### src/rtl/regfile_sched_pkg.sv
// Shared types and defaults for the register-file write scheduler.
package regfile_sched_pkg;

  localparam int WORD_LEN   = 32;
  localparam int WORD_COUNT = 15;

  typedef enum logic [1:0] {
    IDLE  = 2'd0,
    SWEEP = 2'd1,
    DONE  = 2'd2
  } schedState_t;

  typedef enum logic {
    REQ0 = 1'b0,
    REQ1 = 1'b1
  } reqId_t;

endpackage

### src/rtl/rr_arbiter2.sv
// Two-way round-robin arbiter; rrPtr remembers the last served requester.
module rr_arbiter2
  import regfile_sched_pkg::*;
(
  input  logic       clk,
  input  logic       rst,
  input  logic [1:0] req,
  input  logic       en,
  input  logic       advance,
  output logic [1:0] gnt
);

  reqId_t rrPtr;

  always_comb begin
    gnt = 2'b00;
    if (en) begin
      case (req)
        2'b01:   gnt = 2'b01;
        2'b10:   gnt = 2'b10;
        // on a tie, serve whoever was not served last
        2'b11:   gnt = (rrPtr == REQ0) ? 2'b10 : 2'b01;
        default: gnt = 2'b00;
      endcase
    end
  end

  always_ff @(posedge clk or negedge rst) begin
    if (!rst) begin
      rrPtr <= REQ0;
    end else if (advance) begin
      rrPtr <= gnt[1] ? REQ1 : REQ0;
    end
  end

endmodule

### src/rtl/regfile_write_scheduler.sv
// Shares the register-file write port between two writeback requesters and
// sequences a full-file clear sweep.
//   state | meaning
//   IDLE  | arbitrate r0/r1 requests
//   SWEEP | issue one sclr per register, index 0..WordCount-1
//   DONE  | one-cycle completion pulse, then IDLE
module regfile_write_scheduler
  import regfile_sched_pkg::*;
#(
  parameter  int WordLen   = WORD_LEN,
  parameter  int WordCount = WORD_COUNT,
  localparam int Bits      = $clog2(WordCount)
) (
  input  logic               clk,
  input  logic               rst,
  input  logic               r0_valid,
  output logic               r0_ready,
  input  logic [Bits-1:0]    r0_addr,
  input  logic [WordLen-1:0] r0_data,
  input  logic               r0_clr,
  input  logic               r1_valid,
  output logic               r1_ready,
  input  logic [Bits-1:0]    r1_addr,
  input  logic [WordLen-1:0] r1_data,
  input  logic               r1_clr,
  input  logic               sweep_start,
  output logic               sweep_busy,
  output logic               sweep_done,
  output logic               addr_err,
  output logic [Bits-1:0]    rf_write_reg,
  output logic [WordLen-1:0] rf_write_data,
  output logic               rf_reg_write,
  output logic               rf_sclr
);

  localparam logic [Bits-1:0] LastIdx = Bits'(WordCount - 1);

  schedState_t state, nextState;
  logic [Bits-1:0] sweepIdx, nextIdx;
  logic [1:0] gnt;
  logic arbEn, accept, selClr, addrOk;
  logic [Bits-1:0] selAddr;
  logic [WordLen-1:0] selData;

  assign arbEn = (state == IDLE) && !sweep_start;

  rr_arbiter2 uArb (
    .clk    (clk),
    .rst    (rst),
    .req    ({r1_valid, r0_valid}),
    .en     (arbEn),
    .advance(accept),
    .gnt    (gnt)
  );

  assign r0_ready = gnt[0];
  assign r1_ready = gnt[1];
  assign accept   = |gnt;
  assign selAddr  = gnt[1] ? r1_addr : r0_addr;
  assign selData  = gnt[1] ? r1_data : r0_data;
  assign selClr   = gnt[1] ? r1_clr  : r0_clr;
  assign addrOk   = 32'(selAddr) < WordCount;

  assign sweep_busy = (state == SWEEP);
  assign sweep_done = (state == DONE);

  always_comb begin
    nextState = state;
    nextIdx   = sweepIdx;
    case (state)
      IDLE: begin
        if (sweep_start) begin
          nextState = SWEEP;
          nextIdx   = '0;
        end
      end
      SWEEP: begin
        if (sweepIdx == LastIdx) nextState = DONE;
        else nextIdx = sweepIdx + Bits'(1);
      end
      DONE:    nextState = IDLE;
      default: nextState = IDLE;
    endcase
  end

  always_ff @(posedge clk or negedge rst) begin
    if (!rst) begin
      state    <= IDLE;
      sweepIdx <= '0;
    end else begin
      state    <= nextState;
      sweepIdx <= nextIdx;
    end
  end

  // Strobes are registered so the file sees them stable at its negedge capture;
  // the clear for a sweep index lands in the same cycle that index is current.
  always_ff @(posedge clk or negedge rst) begin
    if (!rst) begin
      rf_write_reg  <= '0;
      rf_write_data <= '0;
      rf_reg_write  <= 1'b0;
      rf_sclr       <= 1'b0;
      addr_err      <= 1'b0;
    end else begin
      rf_reg_write <= 1'b0;
      rf_sclr      <= 1'b0;
      addr_err     <= 1'b0;
      if (nextState == SWEEP) begin
        rf_sclr       <= 1'b1;
        rf_write_reg  <= nextIdx;
        rf_write_data <= '0;
      end else if (accept) begin
        if (!addrOk) begin
          addr_err <= 1'b1;
        end else begin
          rf_write_reg  <= selAddr;
          rf_sclr       <= selClr;
          rf_reg_write  <= !selClr;
          rf_write_data <= selClr ? '0 : selData;
        end
      end
    end
  end

endmodule

### config.mk
export PLATFORM = sky130hd
export DESIGN_NAME = regfile_write_scheduler
export DESIGN_NICKNAME = d
export VERILOG_FILES = /design/src/rtl/regfile_sched_pkg.sv /design/src/rtl/rr_arbiter2.sv /design/src/rtl/regfile_write_scheduler.sv
export SDC_FILE = /design/constraint.sdc
export NUM_CORES = 1
export LEC_CHECK = 0
export ABC_AREA = 1
export ABC_CLOCK_PERIOD_IN_PS = 2000
export BUFFER_PORTS_ARGS = -buffer_cell sky130_fd_sc_hd__buf_2
export CORE_AREA = 3 3 60 117
export CTS_CLUSTER_SIZE = 30
export DETAILED_ROUTE_END_ITERATION = 6
export DIE_AREA = 0 0 63 120
export PLACE_DENSITY = 0.84
export RECOVER_POWER = 50
export SLEW_MARGIN = 30
export SYNTH_ARGS = -nofsm -noshare
export SYNTH_HDL_FRONTEND = slang
export SYNTH_SLANG_ARGS = --single-unit
### constraint.sdc
create_clock -name clk -period 2 [get_ports clk]
set_input_delay 0.2 -clock clk [delete_from_list [all_inputs] [get_ports clk]]
set_output_delay 0.2 -clock clk [all_outputs]
set_load 0.02 [all_outputs]
-- Word-level counts from Yosys, hierarchy flattened
Cells that the tools add are included.
- $lt $le $gt $ge: 1
- reductions and logical operators: 8
- add/subtract/negate cells: 1
- eq/ne operators: 7
- muxes and demuxes: 29
- operators by type and width (operator ; count):
    $mux W32 ; 5
    $mux W4 ; 6
    $mux W1 ; 11
    $mux W2 ; 4
    $pmux W4 S2 ; 1
    $eq A2 B1 Y1 const B ; 3
    $eq A2 B2 Y1 const B ; 3
    $pmux W2 S3 ; 1
    $add A4 B1 Y4 const B ; 1
    $eq A4 B4 Y1 const B ; 1
    $lt A4 B4 Y1 const B ; 1
    $pmux W2 S2 ; 1
    $reduce_bool A2 Y1 ; 2
    $logic_not A1 Y1 ; 2
    $logic_not A2 Y1 ; 1
    $reduce_and A2 Y1 ; 1
    $reduce_or A2 Y1 ; 1
    $logic_and A1 B1 Y1 ; 1
- flip-flop bits (word level): 46
- bits of input ports: 79
- logic and storage cells: 54
- output and inout port bits: 43

-- Longest topological paths before layout
Gate-level depths: netlist of the first run.
- depth in word-level cells: 8
- mapped depth: 13
- gate-level depth less buffers: 12

-- By module
From an unflattened synthesis of the first run, not the netlist that was laid out.
- cells, all modules: 373
- area total of the unflattened synthesis: 2693.8 um2
- modules (own cells, without submodules) (module ; times used ; cells each ; area an instance (um2) ; sequential area each (um2)):
    regfile_write_scheduler ; 1 ; 362 ; 2625.0 ; 1126.1
    rr_arbiter2 ; 1 ; 11 ; 68.8 ; 25.0

-- Least setup slack after synthesis of the first run
OpenSTA, ideal clock, no wires.
- kind: register to register
- start: register state[1]
- end: register rf_write_data[0]
- data required time: 1.883 ns
- path slack: 0.311 ns
- data arrival time: 1.572 ns
- setup time: 0.117 ns
- stages on the path, launching flop included: 11
- clock period less this slack: 1.689 ns
- path buffers: 2
- cell sequence: dfrtp_1 nor2_4 nand2_4 nor2_1 nor2_2 inv_1 nand2_2 buf_6 buf_8 nand3_2 nand2_1
- elaborated cells between the ends (all ways): 20
- those cells by class: order compare (1); eq/ne (2); mux (11); reduce/logical (6)
- RTL lines (what ; line ; text):
    start, declared ; regfile_write_scheduler.sv:38 ; schedState_t state, nextState;
    start signal, assigned ; regfile_write_scheduler.sv:91 ; state <= nextState;
    $logic_not A2 Y1 ; regfile_write_scheduler.sv:45 ; assign arbEn = (state == IDLE) && !sweep_start;
    $logic_and A1 B1 Y1 ; regfile_write_scheduler.sv:45 ;
    $mux W2 ; rr_arbiter2.sv:17 ; if (en) begin
    named net r0_ready ; regfile_write_scheduler.sv:17 ; output logic r0_ready,
    $reduce_or A2 Y1 ; regfile_write_scheduler.sv:58 ; assign accept = |gnt;
    $reduce_bool A2 Y1 (no line) ; -- ;
    $reduce_and A2 Y1 (no line) ; -- ;
    end signal, assigned ; regfile_write_scheduler.sv:120 ; rf_write_data <= selClr ? '0 : selData;
    end, declared ; regfile_write_scheduler.sv:31 ; output logic [WordLen-1:0] rf_write_data,
The timed path passes the listed nets, and every way through them passes these cells. The select of a mux whose other input is x is not followed.
A chain may end at the register's enable or synchronous reset.

-- Final worst setup path of the first run
- start: register state[1]
- end: output port r1_ready
- cells in the longest elaborated chain, start to end: 3
- RTL lines (what ; line ; text):
    $logic_not A2 Y1 ; regfile_write_scheduler.sv:45 ;
    $logic_and A1 B1 Y1 ; regfile_write_scheduler.sv:45 ;
    $mux W2 ; rr_arbiter2.sv:17 ;
    end, declared ; regfile_write_scheduler.sv:22 ; output logic r1_ready,
No other way between the ends.

==> reports/qor.txt, run 1 <==
==========================================================================================
CP cell instances                                                             nor2_4 > nand2_4 > nor2_4 > buf_4 > buf_2
DPL Wire Length                                                                    6030 um
Buf+Inv Stages, Crit Path                                                                2
Arr. time, crit path                                                               1.65 ns
Horizontal extent of the die                                                         63 um
Number of failing hold endpoints at the final stage                                      0
Worst relative slew slack                                                            27.6%
Critical path capture point type                                                output pin
Required time of the worst setup path                                              1.80 ns
Critical Path Slowest Stage Cell                                              sky130_fd_sc_hd__dfrtp_1
Total I/O pin count                                                                    122
Syn Inst Count                                                                         428
Effective utilization at floorplan                                                   46.1%
Most frequent CP cell                                                         sky130_fd_sc_hd__nor2_4
Drc violations                                                                           0
Number of setup violations in the final report                                           0
Maximum number of pins on one net before global-route repair                            47
Fraction of power consumed by the clock network                                      18.4%
Class of the most critical hold timing path                                   input port to asynchronous set/reset pin
Clock latency at the later pin of the worst-skew pair                              0.29 ns
Largest fanout on the critical path                                                     33
Area of all placed cells without fillers                                         3740 um^2
P&R area growth vs syn                                                               28.5%
Gp weighted congestion                                                               0.837
Critical R2R Capture                                                          rf_write_reg[2]
Worst reg-to-reg setup slack                                                       0.18 ns
Via count of the first global-routing pass                                           2,943
Worst Skew                                                                      0.00343 ns
Flop pwr share                                                                       30.1%
Launching point of the worst reg2reg path                                      sweepIdx[0]
Wire length per cell                                                               13.3 um
Core region area                                                                 6310 um^2
Vert. Die Dim                                                                       120 um
Fin crit share                                                                       92.7%
Antenna Nets Post-Route                                                                  0
Die area                                                                         7560 um^2
Portion of total power attributed to combinational logic                             51.5%
Average instance area after synthesis                                            6.80 um^2
Overall routed net length                                                          8390 um
Worst Setup Slack, final                                                          0.145 ns
Total standard cell area after synthesis                                         2910 um^2
Stage delay of the slowest cell on the critical path                               0.43 ns
Ratio of routed vias to standard cells                                                5.04
Number of warnings issued by yosys                                                       0
Crit Path Category                                                            flop to output pin
Clock Root Buffer                                                             sky130_fd_sc_hd__clkbuf_16
Overall overflow remaining after global route                                            0
TritonRoute pass-1 iters                                                                 4
Clock tree from TritonCTS                                                              yes
Via count                                                                            3,171
Site Rows                                                                               41
Num CTS Buffers                                                                          5
Internal power component                                                           2470 uW
Switch Pwr                                                                         2180 uW
Count of port buffers added during placement                                           121
Slew at the pin closest to its max-slew limit                                      1.09 ns
Leakage                                                                         0.00216 uW
Tightest hold margin                                                              0.185 ns
Proportion of total power due to net switching                                       46.9%
Global-route usage over all layers                                                   21.5%
Initial detailed-routing violation count                                               190
Placement Setup Slack                                                            0.0468 ns
Outcome                                                                       complete, no violations
Slew Limit Fails                                                                         0
Count of placed standard cells in the final layout, fillers left out                   629
Largest delay contributor family on the critical path                         buffers and inverters
Distinct cell type count of the synthesized netlist                                     23
Power per Cell Area                                                           1240 nW/um^2
FMAX                                                                               539 MHz
CTS sink count                                                                          46
Maximum resistive drop on vdd                                                     0.678 mV
Final critical delay including setup and external delays                           1.85 ns
CTS HTree Levels                                                                         2
Dpl cells                                                                              618
Layout Nets                                                                            623
Number of antenna violations at the first check in global routing                        0
Fraction of final layout cells sized beyond drive strength 1                         27.8%
Cell depth of the worst flop-to-flop path                                               10
Clock edge transition at the registers on the reported setup and hold paths        0.06 ns
Total inserted antenna cells                                                             0
Flip-flop count of the largest register after layout                                    32
Proportion of synthesized chip area in sequential cells                              39.6%
Number of nets in the synthesized netlist                                              509
Wire length of the first global-routing pass                                     13,000 um
Instance area after placement                                                    3550 um^2
Maximum Capacitance Violations                                                           0
Synthesized flop and latch total                                                        46
Clock Path Buffers                                                                       2
Category of the worst setup path launch point                                         flop
==========================================================================================
-- how the worst max path moves through the flow --
stage	start	endpoint	cells after the start
floorplan	state[1]	rf_write_data[0]	10
global placement	uArb.rrPtr	rf_write_data[30]	8
detailed placement	sweepIdx[0]	rf_write_reg[1]	9
CTS	sweepIdx[0]	rf_write_reg[1]	9
global route	sweepIdx[0]	rf_write_reg[3]	13
finish	state[1]	r1_ready	5
-- placed cells by master (no fill, tap or decap), types with 4 or more instances in the layout --
| cell type | n |
|---|---|
| sky130_fd_sc_hd__nand3_1 | 68 |
| sky130_fd_sc_hd__nor2_2 | 4 |
| sky130_fd_sc_hd__nand2_1 | 189 |
| sky130_fd_sc_hd__nand2_2 | 6 |
| sky130_fd_sc_hd__dfrtp_1 | 46 |
| sky130_fd_sc_hd__clkbuf_1 | 20 |
| sky130_fd_sc_hd__inv_1 | 16 |
| sky130_fd_sc_hd__buf_4 | 9 |
| sky130_fd_sc_hd__nor2_1 | 38 |
| sky130_fd_sc_hd__o21ai_0 | 8 |
| sky130_fd_sc_hd__nand3_2 | 11 |
| sky130_fd_sc_hd__clkbuf_16 | 6 |
| sky130_fd_sc_hd__buf_2 | 101 |
-- cells in the mapped netlist (all sizes together) --
cell | instances | area [um^2]
a21oi | 2 | 10.0
buf | 25 | 160
clkbuf | 3 | 11.3
dfrtp | 46 | 1150
ha | 2 | 25.0
inv | 17 | 63.8
nand2 | 197 | 764
nand3 | 79 | 450
nor2 | 45 | 201
o21ai | 9 | 48.8
o21bai | 2 | 15.0
xnor2 | 1 | 8.76
-- cells by family (layout without fill, tap and decap cells) --
logic type | after synthesis | count (layout) | synth area share, %
and+or+nand+nor | 321 | 321 | 48.7
DFF | 46 | 46 | 39.6
buffers and inverters | 45 | 159 | 8.08
AOI/OAI and AO/OA | 13 | 14 | 2.54
adders and majority gates | 2 | 2 | 0.860
xor gates and xnor gates | 1 | 1 | 0.301
-- cell type report --
cell class              count  area [um^2]
repair buffers            134          709
multi-input cells         338         1550
well taps                  86          108
flip-flops and latches     46         1150
clock buffers               6          139
inverters                  17         66.3
clock inverters             2         12.5
fillers                   600         2570
-- power groups by stage --
stage | Clock (uW) | Combinational [uW] | Sequential (uW)
6_report | 856 | 2390 | 1400
5_1_grt | 891 | 2650 | 1430
4_1_cts | 859 | 2300 | 1390
3_5_place_dp | 0 | 2300 | 1410
3_3_place_gp | 0 | 2220 | 1400
2_1_floorplan | 0 | 1410 | 1620
-- metrics by stage --
step                TNS [ns]  total power [uW]  utilization (%)
CTS                        0              4550             58.7
global placement      -0.261              3620             56.2
detailed placement         0              3700             56.3
global route        -0.00368              4970             59.3
finish                     0              4640             59.3
floorplan                  0              3020                -
-- repair_timing --
action | CTS | global route
endpoints found under the hold margin | 0 | 0
hold buffers | 0 | 0
setup buffers | 0 | 1
resized for setup | 0 | 4
endpoints found under the setup margin | 0 | 36
-- worst reg2reg max path, stage by stage (launching register included) --
cell	delay, ns
sky130_fd_sc_hd__dfrtp_1	0.37
sky130_fd_sc_hd__inv_1	0.08
sky130_fd_sc_hd__ha_1	0.22
sky130_fd_sc_hd__nand3_1	0.12
sky130_fd_sc_hd__nand2_1	0.07
sky130_fd_sc_hd__nand2_1	0.14
sky130_fd_sc_hd__buf_4	0.38
sky130_fd_sc_hd__nand2_1	0.11
sky130_fd_sc_hd__o21ai_0	0.09
sky130_fd_sc_hd__nand3_1	0.10
sky130_fd_sc_hd__nand2_1	0.08
-- metal layers --
layer,vias up,wire (um),GRT usage (%)
met3,38,559,4.03
met2,145,4420,38.4
met5,-,0,0
li1,1564,-,-
met1,1424,2950,22.2
met4,0,454,14.4
No activity file was read; power rests on OpenSTA's default activity.
==> run 2: changes to the inputs <==
--- a/config.mk
+++ b/config.mk
@@ -6,15 +6,16 @@
 export NUM_CORES = 1
 export LEC_CHECK = 0
 export ABC_AREA = 1
-export ABC_CLOCK_PERIOD_IN_PS = 2000
+export ABC_CLOCK_PERIOD_IN_PS = 1500
 export BUFFER_PORTS_ARGS = -buffer_cell sky130_fd_sc_hd__buf_2
-export CORE_AREA = 3 3 60 117
+export CORE_AREA = 3 3 60 118
 export CTS_CLUSTER_SIZE = 30
 export DETAILED_ROUTE_END_ITERATION = 6
-export DIE_AREA = 0 0 63 120
-export PLACE_DENSITY = 0.84
+export DIE_AREA = 0 0 63 121
+export PLACE_DENSITY = 0.83
 export RECOVER_POWER = 50
 export SLEW_MARGIN = 30
 export SYNTH_ARGS = -nofsm -noshare
 export SYNTH_HDL_FRONTEND = slang
+export SYNTH_HIERARCHICAL = 1
 export SYNTH_SLANG_ARGS = --single-unit
==> constraint.sdc (replaced) <==
create_clock -name clk -period 1.5 [get_ports clk]
set_input_delay 0.15 -clock clk [delete_from_list [all_inputs] [get_ports clk]]
set_output_delay 0.15 -clock clk [all_outputs]
set_load 0.02 [all_outputs]
==> run 2 against run 1 <==
Against the previous run:
- the flow now finishes with violations (negative setup slack)
- first-iteration DRC count increased by 22%
- design area increased by 16%
- critical path depth grew 7
- count of clock-buffer cells in the layout grew 1
- clock skew grew 0.0027 ns
- highest routed layer unchanged
==> reports/qor.txt, run 2 <==
==========================================================================================
Required time of the worst setup path                                              1.68 ns   was 1.80 ns
Instance area after placement                                                    3610 um^2   was 3550 um^2
Critical R2R Capture                                                          rf_write_data[28]   was rf_write_reg[2]
Die area                                                                         7620 um^2   was 7560 um^2
DPL Wire Length                                                                    6430 um   was 6030 um
Outcome                                                                       finished with violations   was complete, no violations
Most used routing layer                                                               met2   unchanged
Fraction of power consumed by the clock network                                      22.8%   was 18.4%
TritonRoute pass-1 iters                                                                 5   was 4
RSZ-0062 raised after global routing                                                  true
Number of failing hold endpoints at the final stage                                      0   unchanged
Slew at the pin closest to its max-slew limit                                     0.532 ns   was 1.09 ns
Area of all placed cells without fillers                                         4320 um^2   was 3740 um^2
Count of flip-flops with a built-in enable after synthesis                               0   unchanged
Stage delay of the slowest cell on the critical path                               0.39 ns   was 0.43 ns
Core region area                                                                 6310 um^2   unchanged
Via count of the first global-routing pass                                           3,161   was 2,943
Placement Setup Slack                                                            -0.492 ns   was 0.0468 ns
Cell types with the largest area share after synthesis                        sky130_fd_sc_hd__dfrtp_1 43%, sky130_fd_sc_hd__nand2_1 20%, sky130_fd_sc_hd__nand3_1 8.4%   was sky130_fd_sc_hd__dfrtp_1 40%, sky130_fd_sc_hd__nand2_1 24%, sky130_fd_sc_hd__nand3_1 12%
Drc violations                                                                           0   unchanged
Final Util                                                                           68.5%   was 59.3%
Leading area contributor after synthesis                                      sky130_fd_sc_hd__dfrtp_1   unchanged
Worst reg-to-reg setup slack                                                      -0.52 ns   was 0.18 ns
Portion of total power attributed to combinational logic                             48.6%   was 51.5%
Worst Setup Slack, final                                                         -0.517 ns   was 0.145 ns
Flop pwr share                                                                       28.6%   was 30.1%
Flip-flop count of the largest register after layout                                    32   unchanged
Most frequent cell after synthesis                                            sky130_fd_sc_hd__nand2_1   unchanged
GR met1 Demand/Resource                                                              25.4%   was 22.2%
Ratio of routed vias to standard cells                                                5.49   was 5.04
Distinct cell type count of the synthesized netlist                                     22   was 23
Fraction of post-synthesis cell area in the top cell type by area                    42.7%   was 39.6%
Clock latency at the later pin of the worst-skew pair                              0.29 ns   about the same
Violations in the final reports                                               negative setup slack
Fin crit share                                                                        134%
FMAX                                                                               496 MHz
Leakage                                                                         0.00237 uW   was 0.00216 uW
Initial detailed-routing violation count                                               232   was 190
Proportion of synthesized chip area in sequential cells                              42.7%   was 39.6%
Commonest cells after routing, fill and taps aside                            122 x sky130_fd_sc_hd__nand2_1, 111 x sky130_fd_sc_hd__buf_2, 46 x sky130_fd_sc_hd__dfrtp_1, 36 x sky130_fd_sc_hd__nand4_1, 33 x sky130_fd_sc_hd__nand3_1   was 189 x sky130_fd_sc_hd__nand2_1, 101 x sky130_fd_sc_hd__buf_2, 68 x sky130_fd_sc_hd__nand3_1, 46 x sky130_fd_sc_hd__dfrtp_1, 38 x sky130_fd_sc_hd__nor2_1
Slew Limit Fails                                                                         0   unchanged
Number of antenna violations at the first check in global routing                        0   unchanged
Post-synth top cells                                                          141 x sky130_fd_sc_hd__nand2_1, 46 x sky130_fd_sc_hd__dfrtp_1, 45 x sky130_fd_sc_hd__nand3_1   was 189 x sky130_fd_sc_hd__nand2_1, 68 x sky130_fd_sc_hd__nand3_1, 46 x sky130_fd_sc_hd__dfrtp_1
Clock Path Buffers                                                                       2   unchanged
Num CTS Buffers                                                                          5   unchanged
Maximum number of pins on one net before global-route repair                            39   was 47
Wire length per cell                                                               16.3 um   was 13.3 um
Class of the most critical hold timing path                                   input port to flop   was input port to asynchronous set/reset pin
Design Power                                                                       5480 uW   was 4640 uW
Worst Skew                                                                      0.00617 ns   was 0.00343 ns
Commonest register cell after synthesis                                       sky130_fd_sc_hd__dfrtp_1   unchanged
Critical Path Slowest Stage Cell                                              sky130_fd_sc_hd__dfrtp_1   unchanged
Largest delay contributor family on the critical path                         simple AND/OR/NAND/NOR gates   was buffers and inverters
CTS sink count                                                                          46   unchanged
Crit Path Category                                                            flop to flop   was flop to output pin
P&R area growth vs syn                                                               60.5%   was 28.5%
Gp weighted congestion                                                               0.845   was 0.837
Internal power component                                                           3230 uW   was 2470 uW
Clock edge transition at the registers on the reported setup and hold paths        0.06 ns   about the same
Launching instance or port of the critical path                                   state[1]   unchanged
Vert. Die Dim                                                                       121 um   was 120 um
Worst relative slew slack                                                            64.5%   was 27.6%
Fraction of final layout cells sized beyond drive strength 1                         45.7%   was 27.8%
Number of warnings issued by yosys                                                       6   was 0
Buf+Inv Stages, Crit Path                                                                2   unchanged
Layout Nets                                                                            607   was 623
Average instance area after synthesis                                            7.22 um^2   was 6.80 um^2
Maximum resistive drop on vdd                                                     0.791 mV   was 0.678 mV
Total standard cell area after synthesis                                         2690 um^2   was 2910 um^2
Synthesized flop and latch total                                                        46   unchanged
Horizontal extent of the die                                                         63 um   unchanged
Wire length of the first global-routing pass                                     14,700 um   was 13,000 um
Switch Pwr                                                                         2260 uW   was 2180 uW
Total I/O pin count                                                                    122   unchanged
Effective utilization at floorplan                                                   42.7%   was 46.1%
Critical path capture point type                                                      flop   was output pin
Most common cell after layout, fill and taps aside                            sky130_fd_sc_hd__nand2_1   unchanged
Clock tree from TritonCTS                                                              yes   unchanged
Worst setup path endpoint                                                     rf_write_data[28]   was r1_ready
Antenna Nets Post-Route                                                                  0   unchanged
Aggregate negative setup slack                                                   -18.46 ns   was 0 ns
Number of nets in the synthesized netlist                                              454   was 509
Count of port buffers added during placement                                           121   unchanged
Most frequent CP cell                                                         sky130_fd_sc_hd__nand2_4   was sky130_fd_sc_hd__nor2_4
Global routing met2 resource utilization                                             45.9%   was 38.4%
Total stage count of the critical path                                                  12   was 5
Launching point of the worst reg2reg path                                         state[1]   was sweepIdx[0]
Category of the worst setup path launch point                                         flop   unchanged
Clock Root Buffer                                                             sky130_fd_sc_hd__clkbuf_16   unchanged
Proportion of total power due to net switching                                       41.1%   was 46.9%
Overall routed net length                                                        10,000 um   was 8390 um
Final critical delay including setup and external delays                           2.02 ns
Largest fanout on the critical path                                                      8   was 33
Global-route usage over all layers                                                   24.9%   was 21.5%
Power per Cell Area                                                           1270 nW/um^2   was 1240 nW/um^2
Overall overflow remaining after global route                                            0   unchanged
Maximum Capacitance Violations                                                           0   unchanged
Site Rows                                                                               41   unchanged
Arr. time, crit path                                                               2.20 ns   was 1.65 ns
Via count                                                                            3,364   was 3,171
M3 GR Usage                                                                          4.17%   was 4.03%
CTS HTree Levels                                                                         2   unchanged
Number of setup violations in the final report                                          42   was 0
CP cell instances                                                             nor3_2 > nand2_2 > a21oi_4 > buf_12 > nand2_4 > nand2_4 > nor2_4 > nand2_4 > nand2_8 > clkbuf_16 > nand3_1 > nand2_1   was nor2_4 > nand2_4 > nor2_4 > buf_4 > buf_2
Cell depth of the worst flop-to-flop path                                               12   was 10
Fraction of synthesis flops using an asynchronous set or reset pin                    100%   unchanged
Total inserted antenna cells                                                             0   unchanged
Syn Inst Count                                                                         373   was 428
==========================================================================================
-- run 2: cell count changes after synthesis, sizes merged, moves of 7 or more --
| cell | before | now |
|---|---|---|
| o21ai | 9 | 2 |
| nand3 | 79 | 46 |
| a21oi | 2 | 35 |
| clkbuf | 3 | 12 |
| buf | 25 | 15 |
| nor2 | 45 | 10 |
| nand2 | 197 | 146 |
| nand4 | 0 | 36 |
-- run 2: final cells by class --
| class | count | area, um^2 |
|---|---|---|
| fillers | 484 | 1990 |
| multi-input cells | 281 | 1640 |
| repair buffers | 173 | 1190 |
| flip-flops and latches | 46 | 1150 |
| clock buffers | 7 | 133 |
| well taps | 86 | 108 |
| inverters | 19 | 78.8 |
| clock inverters | 1 | 30.0 |
-- run 2: worst min path at each step --
stage                     start           endpoint  depth (start not counted)
finish              r0_data[16]  rf_write_data[16]                          5
global route        r0_data[16]  rf_write_data[16]                          5
CTS                    r0_valid         uArb/rrPtr                          4
detailed placement          rst            rf_sclr                          1
global placement            rst            rf_sclr                          1
floorplan                   rst           addr_err                          0
-- run 2: per-stage QoR --
step,std cells,hold slack [ns]
floorplan,373,-0.146
global placement,585,0.133
detailed placement,585,0.137
CTS,609,0.211
global route,613,0.256
finish,613,0.230
-- run 2: repair_timing --
action	4_1_cts	5_1_grt
setup endpoints to repair	42	42
setup buffers	15	6
hold buffers	1	0
gates resized for setup	52	41
endpoints found under the hold margin	20	0
pin swaps	12	24
cloned	4	2
-- run 2: kinds of logic (layout without fill, tap and decap cells) --
logic type	after synthesis	in the layout	synth area share [%]
DFF	46	46	42.7
and+or+nand+nor	242	242	41.3
buffers and inverters	46	200	8.13
AOI/OAI and AO/OA	37	37	6.87
adders and majority gates	2	2	0.929
-- run 2: worst reg2reg max path, cell delays in order, from the launching register on --
cell                        delay, ns
sky130_fd_sc_hd__dfrtp_1         0.39
sky130_fd_sc_hd__nor3_2          0.21
sky130_fd_sc_hd__nand2_2         0.11
sky130_fd_sc_hd__a21oi_4         0.24
sky130_fd_sc_hd__buf_12          0.19
sky130_fd_sc_hd__nand2_4         0.06
sky130_fd_sc_hd__nand2_4         0.08
sky130_fd_sc_hd__nor2_4          0.05
sky130_fd_sc_hd__nand2_4         0.11
sky130_fd_sc_hd__nand2_8         0.12
sky130_fd_sc_hd__clkbuf_16       0.19
sky130_fd_sc_hd__nand3_1         0.09
sky130_fd_sc_hd__nand2_1         0.06
-- run 2: power by group through the flow --
stage	logic [uW]	registers (uW)	clock network, uW
2_1_floorplan	1210	1680	0
4_1_cts	2400	1550	1250
3_5_place_dp	2100	1570	0
5_1_grt	2890	1590	1300
6_report	2670	1570	1250
3_3_place_gp	2050	1560	0
-- run 2: layer usage --
metal	wire length, um	part of all wire (%)	up-vias
met3	517	5.2	53
met1	3310	33	1597
li1	-	-	1552
met4	603	6.0	0
met5	0	0	-
met2	5580	56	162
==> run 3: changes to the inputs <==
--- a/config.mk
+++ b/config.mk
@@ -14,6 +14,7 @@
 export DIE_AREA = 0 0 63 121
 export PLACE_DENSITY = 0.83
 export RECOVER_POWER = 50
+export SETUP_SLACK_MARGIN = 0.02
 export SLEW_MARGIN = 30
 export SYNTH_ARGS = -nofsm -noshare
 export SYNTH_HDL_FRONTEND = slang
==> constraint.sdc (replaced) <==
create_clock -name clk -period 1.5 [get_ports clk]
set_input_delay 0.3 -clock clk [delete_from_list [all_inputs] [get_ports clk]]
set_output_delay 0.3 -clock clk [all_outputs]
set_load 0.02 [all_outputs]
==> run 3 against run 2 <==
Against the previous run:
- clock skew hardly changed
- power fell by 1.5%
- sequential share of layout area is 0.092 points lower
- the flow still finishes with violations (negative setup slack)
==> reports/qor.txt, run 3 (synthesis results as in run 2) <==
==========================================================================================
Flop pwr share                                                                       28.7%   was 28.6%
Wire length per cell                                                               16.0 um   was 16.3 um
Arr. time, crit path                                                               2.21 ns   was 2.20 ns
Gp weighted congestion                                                               0.828   was 0.845
Wire length of the first global-routing pass                                     15,200 um   was 14,700 um
CTS HTree Levels                                                                         2   unchanged
Site Rows                                                                               41   unchanged
Initial detailed-routing violation count                                               146   was 232
Horizontal extent of the die                                                         63 um   unchanged
Most common cell after layout, fill and taps aside                            sky130_fd_sc_hd__nand2_1   unchanged
Maximum number of pins on one net before global-route repair                            47   was 39
Via count of the first global-routing pass                                           3,215   was 3,161
Total inserted antenna cells                                                             0   unchanged
Clock tree from TritonCTS                                                              yes   unchanged
RSZ-0062 raised after global routing                                                  true   unchanged
Worst Setup Slack, final                                                         -0.532 ns   was -0.517 ns
Proportion of total power due to net switching                                       40.9%   was 41.1%
Portion of total power attributed to combinational logic                             50.5%   was 48.6%
Die area                                                                         7620 um^2   unchanged
Fin crit share                                                                        135%   was 134%
Drc violations                                                                           0   unchanged
Internal power component                                                           3190 uW   was 3230 uW
Crit Path Category                                                            flop to flop   unchanged
Worst Skew                                                                      0.00665 ns   was 0.00617 ns
FMAX                                                                               492 MHz   was 496 MHz
Number of setup violations in the final report                                          42   unchanged
Clock latency at the later pin of the worst-skew pair                              0.29 ns   about the same
Violations in the final reports                                               negative setup slack   unchanged
Tightest hold margin                                                              0.373 ns   was 0.230 ns
Flip-flop count of the largest register after layout                                    32   unchanged
Total I/O pin count                                                                    122   unchanged
Final Util                                                                           68.7%   was 68.5%
Number of failing hold endpoints at the final stage                                      0   unchanged
Slew Limit Fails                                                                         0   unchanged
Global-route usage over all layers                                                   25.4%   was 24.9%
Fraction of power consumed by the clock network                                      20.8%   was 22.8%
Largest fanout on the critical path                                                      7   was 8
TritonRoute pass-1 iters                                                                 5   unchanged
Effective utilization at floorplan                                                   42.7%   unchanged
DPL Wire Length                                                                    6360 um   was 6430 um
Outcome                                                                       finished with violations   unchanged
Leakage                                                                         0.00238 uW   was 0.00237 uW
Vert. Die Dim                                                                       121 um   unchanged
Clock edge transition at the registers on the reported setup and hold paths        0.06 ns   about the same
Antenna Nets Post-Route                                                                  0   unchanged
Switch Pwr                                                                         2210 uW   was 2260 uW
Fraction of final layout cells sized beyond drive strength 1                         47.3%   was 45.7%
Maximum resistive drop on vdd                                                     0.840 mV   was 0.791 mV
Slew at the pin closest to its max-slew limit                                     0.646 ns   was 0.532 ns
Overall routed net length                                                          9890 um   was 10,000 um
Overall overflow remaining after global route                                            0   unchanged
Ratio of routed vias to standard cells                                                5.41   was 5.49
Power per Cell Area                                                           1250 nW/um^2   was 1270 nW/um^2
Required time of the worst setup path                                              1.68 ns   about the same
Maximum Capacitance Violations                                                           0   unchanged
Number of antenna violations at the first check in global routing                        0   unchanged
Layout Nets                                                                            611   was 607
Core region area                                                                 6310 um^2   unchanged
Class of the most critical hold timing path                                   input port to flop   unchanged
Commonest cells after routing, fill and taps aside                            126 x sky130_fd_sc_hd__nand2_1, 118 x sky130_fd_sc_hd__buf_2, 46 x sky130_fd_sc_hd__dfrtp_1, 36 x sky130_fd_sc_hd__nand4_1, 33 x sky130_fd_sc_hd__buf_4   was 122 x sky130_fd_sc_hd__nand2_1, 111 x sky130_fd_sc_hd__buf_2, 46 x sky130_fd_sc_hd__dfrtp_1, 36 x sky130_fd_sc_hd__nand4_1, 33 x sky130_fd_sc_hd__nand3_1
Clock Path Buffers                                                                       2   unchanged
Worst relative slew slack                                                            56.9%   was 64.5%
Final critical delay including setup and external delays                           2.03 ns   was 2.02 ns
Critical path capture point type                                                      flop   unchanged
Num CTS Buffers                                                                          5   unchanged
Clock Root Buffer                                                             sky130_fd_sc_hd__clkbuf_16   unchanged
Via count                                                                            3,340   was 3,364
P&R area growth vs syn                                                               61.0%   was 60.5%
Count of port buffers added during placement                                           121   unchanged
CTS sink count                                                                          46   unchanged
Category of the worst setup path launch point                                         flop   unchanged
==========================================================================================
-- run 3: changes by cell type in the layout (fill, tap and decap cells not counted), sizes merged --
| cell | before | now |
|---|---|---|
| buf | 161 | 173 |
| bufinv | 1 | 0 |
| clkbuf | 18 | 10 |
| inv | 18 | 19 |
-- run 3: final timing paths --
path                              startpoint                end  slack [ns]  cells past startpoint
min reg2reg                rf_write_data[20]  rf_write_data[20]        0.50                      2
min in group asynchronous                rst  rf_write_data[21]        0.68                      3
max                                 state[1]    rf_write_reg[0]       -0.53                     12
max reg2reg                         state[1]    rf_write_reg[0]       -0.53                     12
min                              r0_data[21]  rf_write_data[21]        0.37                      5
max in group asynchronous                rst  rf_write_data[17]        0.38                      3
-- run 3: area by class of cell --
cell class | count | area [um^2]
fill | 521 | 1970
multi-input combinational | 281 | 1570
timing repair buffer | 177 | 1290
sequential | 46 | 1150
clock buffer | 7 | 143
tap | 86 | 108
inverter | 19 | 73.8
clock inverter | 1 | 5.00
-- run 3: metal layers --
metal | global-route usage [%] | part of all wire (%) | wire, um | vias to the layer above
li1 | - | - | - | 1564
met1 | 26.4 | 33 | 3310 | 1568
met2 | 47.9 | 55 | 5480 | 164
met3 | 3.89 | 5.7 | 564 | 44
met4 | 12.9 | 5.4 | 532 | 0
met5 | 0 | 0 | 0 | -
-- run 3: repair_timing --
item / in CTS / in global routing
pin swaps: 20 / 6
hold buffers: 1 / 0
setup buffers: 16 / 2
hold endpoints to repair: 20 / 0
setup endpoints to repair: 42 / 44
resized for setup: 55 / 19
cloned: 4 / 2
-- run 3: stage by stage --
stage / area (um^2) / instances / total power (uW) / TNS [ns] / setup slack (ns)
floorplan: 2730 / 373 / 2890 / -14.55 / -0.407
global placement: 3630 / 586 / 3660 / -15.98 / -0.425
finish: 4340 / 617 / 5400 / -19.50 / -0.532
CTS: 4230 / 614 / 5210 / -18.09 / -0.476
global route: 4340 / 617 / 5680 / -22.71 / -0.619
detailed placement: 3630 / 586 / 3730 / -20.17 / -0.553
-- run 3: power groups by stage --
stage                     combinational, uW  clock, uW  sequential [uW]
after detailed placement               2160          0             1570
after global placement                 2100          0             1560
after CTS                              2540       1120             1550
final                                  2730       1120             1550
after global routing                   2930       1170             1570
after floorplan                        1210          0             1680
-- run 3: worst max-delay path: stages (launching register included) --
cell and delay (ns):
sky130_fd_sc_hd__dfrtp_1 0.39, sky130_fd_sc_hd__nor3_2 0.20, sky130_fd_sc_hd__nand2_1 0.13, sky130_fd_sc_hd__a21oi_4 0.26, sky130_fd_sc_hd__buf_12 0.17, sky130_fd_sc_hd__nand2_2 0.08
sky130_fd_sc_hd__nand2_2 0.11, sky130_fd_sc_hd__nor2_4 0.05, sky130_fd_sc_hd__nand2_4 0.10, sky130_fd_sc_hd__nand2_8 0.10, sky130_fd_sc_hd__buf_4 0.16, sky130_fd_sc_hd__nand3_1 0.09
sky130_fd_sc_hd__nand2_1 0.08
